==> config.mk <==
export PLATFORM = sky130hd
export DESIGN_NAME = mult_arbiter
export DESIGN_NICKNAME = d
export VERILOG_FILES = /design/src/rtl/mult_arbiter.sv
export SDC_FILE = /design/constraint.sdc
export NUM_CORES = 1
export LEC_CHECK = 0
export ABC_AREA = 1
export BUFFER_PORTS_ARGS = -buffer_cell sky130_fd_sc_hd__buf_2
export CORE_MARGIN = 1
export CORE_UTILIZATION = 30
export DETAILED_ROUTE_END_ITERATION = 10
export PLACE_DENSITY = 0.52
export SLEW_MARGIN = 40
export SYNTH_ARGS = -nofsm -noshare
export SYNTH_HDL_FRONTEND = slang
export SYNTH_SLANG_ARGS = --single-unit
==> constraint.sdc <==
create_clock -name CLOCK -period 2.91 [get_ports CLOCK]
set_input_delay 0 -clock CLOCK [delete_from_list [all_inputs] [get_ports CLOCK]]
set_output_delay 0 -clock CLOCK [all_outputs]
set_load 0.1 [all_outputs]
==> src/rtl/mult_arbiter.sv <==
// Round-robin sharing of one multiplier among NREQ level requesters; grant -> START -> END/timeout -> one-cycle ACK.
// Latency: grant edge + 1 (START) + multiplier latency + 1 (ACK); requests must be held until ACK, no other backpressure.
module mult_arbiter #(
    parameter  int tamano  = 8,
    parameter  int NREQ    = 4,
    parameter  int TIMEOUT = 64,
    localparam int IW      = $clog2(NREQ),
    localparam int WW      = $clog2(TIMEOUT)
) (
    input  logic                     CLOCK,
    input  logic                     RESET,
    input  logic [NREQ-1:0]          REQ,
    input  logic [NREQ*tamano-1:0]   REQ_A,
    input  logic [NREQ*tamano-1:0]   REQ_B,
    output logic [NREQ-1:0]          ACK,
    output logic                     ERR,
    output logic [2*tamano-1:0]      RESULT,
    output logic                     BUSY,
    output logic [IW-1:0]            GRANT_ID,
    output logic                     MULT_START,
    output logic [tamano-1:0]        MULT_A,
    output logic [tamano-1:0]        MULT_B,
    input  logic [2*tamano-1:0]      MULT_S,
    input  logic                     MULT_END
);

    typedef enum logic [1:0] {
        S_IDLE,
        S_ISSUE,
        S_WAIT,
        S_DONE
    } state_t;

    state_t              r_state;
    logic [IW-1:0]       r_ptr;
    logic [IW-1:0]       r_gid;
    logic [WW-1:0]       r_wd;
    logic [NREQ-1:0]     r_ack;
    logic                r_err;
    logic [2*tamano-1:0] r_result;
    logic                r_busy;
    logic                r_start;
    logic [tamano-1:0]   r_a;
    logic [tamano-1:0]   r_b;

    logic                w_any;
    logic [IW-1:0]       w_win;

    // (base + off) mod NREQ; both operands are already below NREQ
    function automatic logic [IW-1:0] f_wrap(input logic [IW-1:0] base, input int off);
        int s;
        s = int'(base) + off;
        if (s >= NREQ) begin
            s = s - NREQ;
        end
        return s[IW-1:0];
    endfunction

    // Scan from the farthest offset down so the nearest set request at/after r_ptr wins.
    always_comb begin
        w_any = 1'b0;
        w_win = r_ptr;
        for (int k = NREQ - 1; k >= 0; k--) begin
            if (REQ[f_wrap(r_ptr, k)]) begin
                w_any = 1'b1;
                w_win = f_wrap(r_ptr, k);
            end
        end
    end

    always_ff @(posedge CLOCK or negedge RESET) begin
        if (!RESET) begin
            r_state  <= S_IDLE;
            r_ptr    <= '0;
            r_gid    <= '0;
            r_wd     <= '0;
            r_ack    <= '0;
            r_err    <= 1'b0;
            r_result <= '0;
            r_busy   <= 1'b0;
            r_start  <= 1'b0;
            r_a      <= '0;
            r_b      <= '0;
        end else begin
            case (r_state)
                S_IDLE: begin
                    if (w_any && !MULT_END) begin
                        r_gid   <= w_win;
                        r_a     <= REQ_A[w_win*tamano +: tamano];
                        r_b     <= REQ_B[w_win*tamano +: tamano];
                        r_start <= 1'b1;
                        r_busy  <= 1'b1;
                        r_state <= S_ISSUE;
                    end
                end
                S_ISSUE: begin
                    r_start <= 1'b0;
                    r_wd    <= '0;
                    r_state <= S_WAIT;
                end
                S_WAIT: begin
                    // A real END beats a coincident watchdog expiry.
                    if (MULT_END) begin
                        r_result <= MULT_S;
                        r_ack    <= {{(NREQ-1){1'b0}}, 1'b1} << r_gid;
                        r_err    <= 1'b0;
                        r_state  <= S_DONE;
                    end else if (r_wd == WW'(TIMEOUT - 1)) begin
                        r_result <= '0;
                        r_ack    <= {{(NREQ-1){1'b0}}, 1'b1} << r_gid;
                        r_err    <= 1'b1;
                        r_state  <= S_DONE;
                    end else begin
                        r_wd <= r_wd + 1'b1;
                    end
                end
                S_DONE: begin
                    r_ack   <= '0;
                    r_err   <= 1'b0;
                    r_ptr   <= f_wrap(r_gid, 1);
                    r_busy  <= 1'b0;
                    r_state <= S_IDLE;
                end
                default: begin
                    r_state <= S_IDLE;
                end
            endcase
        end
    end

    assign ACK        = r_ack;
    assign ERR        = r_err;
    assign RESULT     = r_result;
    assign BUSY       = r_busy;
    assign GRANT_ID   = r_gid;
    assign MULT_START = r_start;
    assign MULT_A     = r_a;
    assign MULT_B     = r_b;

endmodule

Word-level counts from Yosys, hierarchy flattened
Cells that the tools add are included.

Word-level logic and storage cells: 95. Register bits: 51. Output and inout port bits: 41. Input bits: 87.

Muxes and demuxes: 39. Add/subtract/negate cells: 10. Equal/unequal tests: 8. Reduce and logical (&&, ||, !) cells: 15. Shift-type cells: 3. Magnitude comparators: 9.

Operators by type and width (count): variable part select 32 x 6 -> 8 bit (2); 2-to-1 mux 16 bit (2); 2-to-1 mux 2 bit (12); >= comparator 3 bit, second input constant (4); < comparator 2 x 3 -> 1 bit, second input constant (4); 2-to-1 mux 6 bit (2); case mux 6 bit (2 select lines) (1); AND reduction 2 bit (6); 2-to-1 mux 1 bit (11); nonzero test 2 bit (5); subtractor 2 x 1 -> 2 bit, second input constant (5); binary-select mux 1 bit (select 2 bit) (4); 2-to-1 mux 4 bit (2); case mux 2 bit (4 select lines) (1); case mux 4 bit (2 select lines) (1); adder 2 x 1 -> 3 bit, second input constant (2); adder 2 x 2 -> 3 bit, second input constant (2); adder 6 x 1 -> 6 bit, second input constant (1); == test 6 bit, second input constant (1); inequality test 2 bit, second input constant (3); case mux 1 bit (2 select lines) (3); == test 2 bit, second input constant (2); << shifter 1 x 2 -> 4 bit, first input constant (1); >= comparator 2 x 3 -> 1 bit, second input constant (1); other kinds (6) (6).

Longest topological paths before layout
Depth after elaboration: 12. Mapped depth: 16. Mapped depth without buffers: 14.

Least setup slack after synthesis
Ideal clock, no wire load.

Kind: register -> register. Start: register r_gid[0], in the netlist GRANT_ID[0]. End: register r_ptr[1]. Required time: 2783 ps. Arrival time: 1557 ps. Period minus slack after synthesis: 1684 ps. Slack: 1226 ps. Library setup time: 127 ps. Stages on the path, launching flop included: 5. Path buffers: 0. Cells stage by stage: dfrtp_1 > inv_1 > ha_1 > nand2_1 > o21ai_0.

Word-level cells in the longest chain between the ends: 3. Elaborated cells between the ends (all ways): 4. Those cells by class: 2 x add/sub; 1 x order compare; 1 x mux.

Ends and longest elaborated chain: start, declared (line 36) `logic [IW-1:0] r_gid;`; start signal, assigned (line 88) `r_gid <= w_win;`; adder 2 x 1 -> 3 bit (*) (line 52) `s = int'(base) + off;`; >= comparator 3 bit / subtractor 2 x 1 -> 2 bit (equally long branches) (line 53, 54); 2-to-1 mux 2 bit (*) (line 53) `if (s >= NREQ) begin`; end signal, assigned (line 120) `r_ptr <= f_wrap(r_gid, 1);`; end, declared (line 35) `logic [IW-1:0] r_ptr;`.

Mark *: on every way between the ends. The rest lies on a longest branch, timed or not. A chain may end at the register's enable or synchronous reset.

Worst setup path in the final report
Start: register r_ptr[0]. End: register r_b[7], in the netlist MULT_B[7].

Word-level cells in the longest chain between the ends: 11. Elaborated cells between the ends (all ways): 34. Those cells by class: 7 x add/sub; 4 x order compare; 1 x shift; 20 x mux; 2 x reduce/logical.

Ends and longest elaborated chain: parallel branches: the longest is 11 deep, another holds adder 2 x 2 -> 3 bit; end signal, assigned (line 90) `r_b <= REQ_B[w_win*tamano +: tamano];`; end, declared (line 44) `logic [tamano-1:0] r_b;`.

Parallel ways; which one is timed is not known. The select of a mux whose other input is x is not followed.

==> key figures <==
STA
  • Final hold violation count: 0
  • Final clock skew: 0.00424 ns
  • Worst rel slew slack: 57.4%
  • Maximum clock frequency: 451 MHz
  • Sum Neg Setup Slack: 0 ns
  • Final Slew Violations: 0
  • RSZ-0062 raised after global routing: false
  • Final min period: 2.22 ns
  • Tcrit/Tclk final: 76.3%
  • Worst Max-Slew Pin Slew: 0.638 ns
  • Final setup viols: 0

Run status
  • Status: finished, final reports clean

Global routing
  • Largest net degree at the start of global routing: 31
  • Overall Global Routing Usage: 17.0%
  • Initial antenna violation count: 0
  • GRT overflow: 0
  • Vias in the first global route: 3,034
  • First-pass GRT wire length: 13.9 mm

Synth
  • Synth Warn #: 0
  • Mean post-synth cell area: 7.44 µm²
  • Mapped cell area: 3030 µm²
  • Syn nets: 504
  • Post-Syn Instances: 407
  • #FFs+latches synth: 51
  • Count of cell types in the netlist: 28
  • Seq/Total Area, Yosys: 42.1%

Cells and area
  • Commonest non-fill, non-tap cell in the layout: buf_2
  • Multi-input gate area: 1480 µm²
  • ANT cells: 0
  • Share of layout cells above drive strength 1: 28.9%
  • Most frequent cells in the layout: buf_2 (126), nand2_1 (119), nand3_1 (83)
  • # fillers: 1,033
  • Register area: 1280 µm²
  • Synth-to-Final Area Change: 33.6%
  • Nets: 643

Route
  • DR WL/cell: 12.8 µm
  • Total Wirelength: 8.69 mm
  • Initial drt markers: 140
  • # DRC: 0
  • Antenna-violating nets left: 0
  • First drt pass iteration count: 4
  • Via count: 3,123
  • Via density: 4.59

Clocking
  • Post-CTS Setup Inserts: 0
  • Clock transition at path regs: 0.10 ns
  • TritonCTS clock tree: done
  • Clock buffer depth: 2
  • CTS sink cnt: 51
  • Total CTS buffers: 5
  • Worst skew pair latency: 0.31 ns
  • CTS HTree Levels: 2
  • Root Buffer: clkbuf_8

Floorplanning
  • Die ar.: 10,500 µm²
  • Die Y: 102 µm
  • Core ar.: 9770 µm²
  • DIE WIDTH: 102 µm
  • Starting density of the core: 31.0%
  • Placement row count: 36
  • IO Count: 128

Worst setup path
  • Cell chain of the critical path: inv_6 > nand2_1 > nand2_2 > nand2_1 > nand2_1 > nand2_4 > nand3_4 > nand2_8 > inv_6 > nand2_1 > nand2_1 > nor2_1 > nor2_1
  • Critical-path top delay cell: dfrtp_1
  • Crit-path most repeated cell: nand2_1
  • Setup crit start kind: flop
  • Crit path max fanout: 25
  • Top cell family by delay on the critical path: simple AND/OR/NAND/NOR gates
  • Critical Path Max Stage Delay: 0.59 ns
  • Crit end category: flop
  • Critical path class: reg -> reg
  • Worst Path Required: 3.11 ns
  • CP arrival: 2.42 ns
  • Worst path buffer plus inverter count: 2

Placed design
  • DPL Wire Length: 6.42 mm
  • GPL Wtd Cong: 0.828
  • PortBufs: 127

Job
  • MaxCap Viol Count: 0

Hold path
  • Hold crit path type: in -> reg
[cell usage after synthesis]
cell / n / area, µm²
inv_1: 37 / 139
nand3_1: 83 / 415
nor3b_1: 1 / 7.51
nand3_4: 1 / 17.5
and2_4: 1 / 8.76
nor3_1: 6 / 30.0
a2bb2oi_1: 2 / 17.5
buf_6: 2 / 22.5
nand2_2: 7 / 43.8
nand2_4: 3 / 33.8
o21ai_0: 21 / 105
nor2_1: 32 / 120
inv_6: 2 / 17.5
buf_2: 3 / 15.0
inv_2: 2 / 7.51
buf_8: 1 / 15.0
clkbuf_1: 6 / 22.5
nand2_1: 119 / 447
buf_4: 4 / 30.0
nand3b_4: 1 / 20.0
nand2_8: 1 / 20.0
o211ai_1: 1 / 7.51
dfrtp_1: 51 / 1280
o21ai_1: 1 / 5.00
a21oi_1: 6 / 30.0
nor2_4: 2 / 22.5
a31oi_1: 1 / 6.26
ha_1: 10 / 125
[cell families after synthesis]
| logic type | Yosys count | synth area share [%] |
|---|---|---|
| AOI/OAI and AO/OA | 32 | 5.66 |
| adders and majority gates | 10 | 4.13 |
| buffers and inverters | 57 | 8.88 |
| DFF | 51 | 42.1 |
| and+or+nand+nor | 257 | 39.2 |
[metal layers]
layer | vias up | share of wire [%] | track usage, %
met5 | - | 0 | 0
met3 | 9 | 5.4 | 4.24
met1 | 1453 | 45 | 21.1
met2 | 83 | 49 | 29.6
met4 | 0 | 1.0 | 4.07
li1 | 1578 | - | -
[flip-flops by register name, indices dropped and copies added (netlist names)]
signal	flops
BUSY	1
ACK	4
MULT_START	1
MULT_A	8
RESULT	16
r_state	2
ERR	1
GRANT_ID	2
r_wd	6
MULT_B	8
r_ptr	2
[final cells by class]
type | instances | area share [%]
tap | 133 | 4.11
multi-input combinational | 299 | 36.7
timing repair buffer | 148 | 20.8
sequential | 51 | 31.5
clock buffer | 5 | 1.70
clock inverter | 3 | 1.14
inverter | 41 | 4.05
[worst paths after layout]
check | start | end | slack [ns] | cells after the start
max in group asynchronous | RESET | RESULT[6] | 2.12 | 3
worst min-delay path | REQ_A[5] | MULT_A[5] | 0.007 | 5
worst max register to register | r_ptr[0] | MULT_B[7] | 0.69 | 13
min in group asynchronous | RESET | MULT_A[1] | 0.16 | 2
worst max-delay path | r_ptr[0] | MULT_B[7] | 0.69 | 13
worst min register to register | RESULT[1] | RESULT[1] | 0.48 | 2
[per-stage QoR]
stage / cells / setup WS (ns) / util, % / hold WS, ns / area (µm²)
finish: 680 / 0.691 / 41.4 / 0.00739 / 4050
CTS: 680 / 0.670 / 41.4 / 0.00212 / 4040
detailed placement: 654 / 0.689 / 38.3 / 0.105 / 3750
floorplan: 407 / 1.23 / - / -0.296 / 3030
global placement: 654 / 0.696 / 38.3 / 0.113 / 3750
global route: 680 / 0.449 / 41.4 / 0.0161 / 4050
[repair_timing]
action                    in CTS  in global routing
resized for setup              0                  0
hold buffers                  18                  0
hold endpoints to repair      46                  0
[worst min-delay path, delay by kind of cell]
family                 cells  cell delay [ns]
buffers and inverters      1             0.08
AND/OR/NAND/NOR            4             0.20
Power is left out: the tool's default activity adds up to more than one toggle a clock period on the data nets, which glitch-free logic cannot reach.
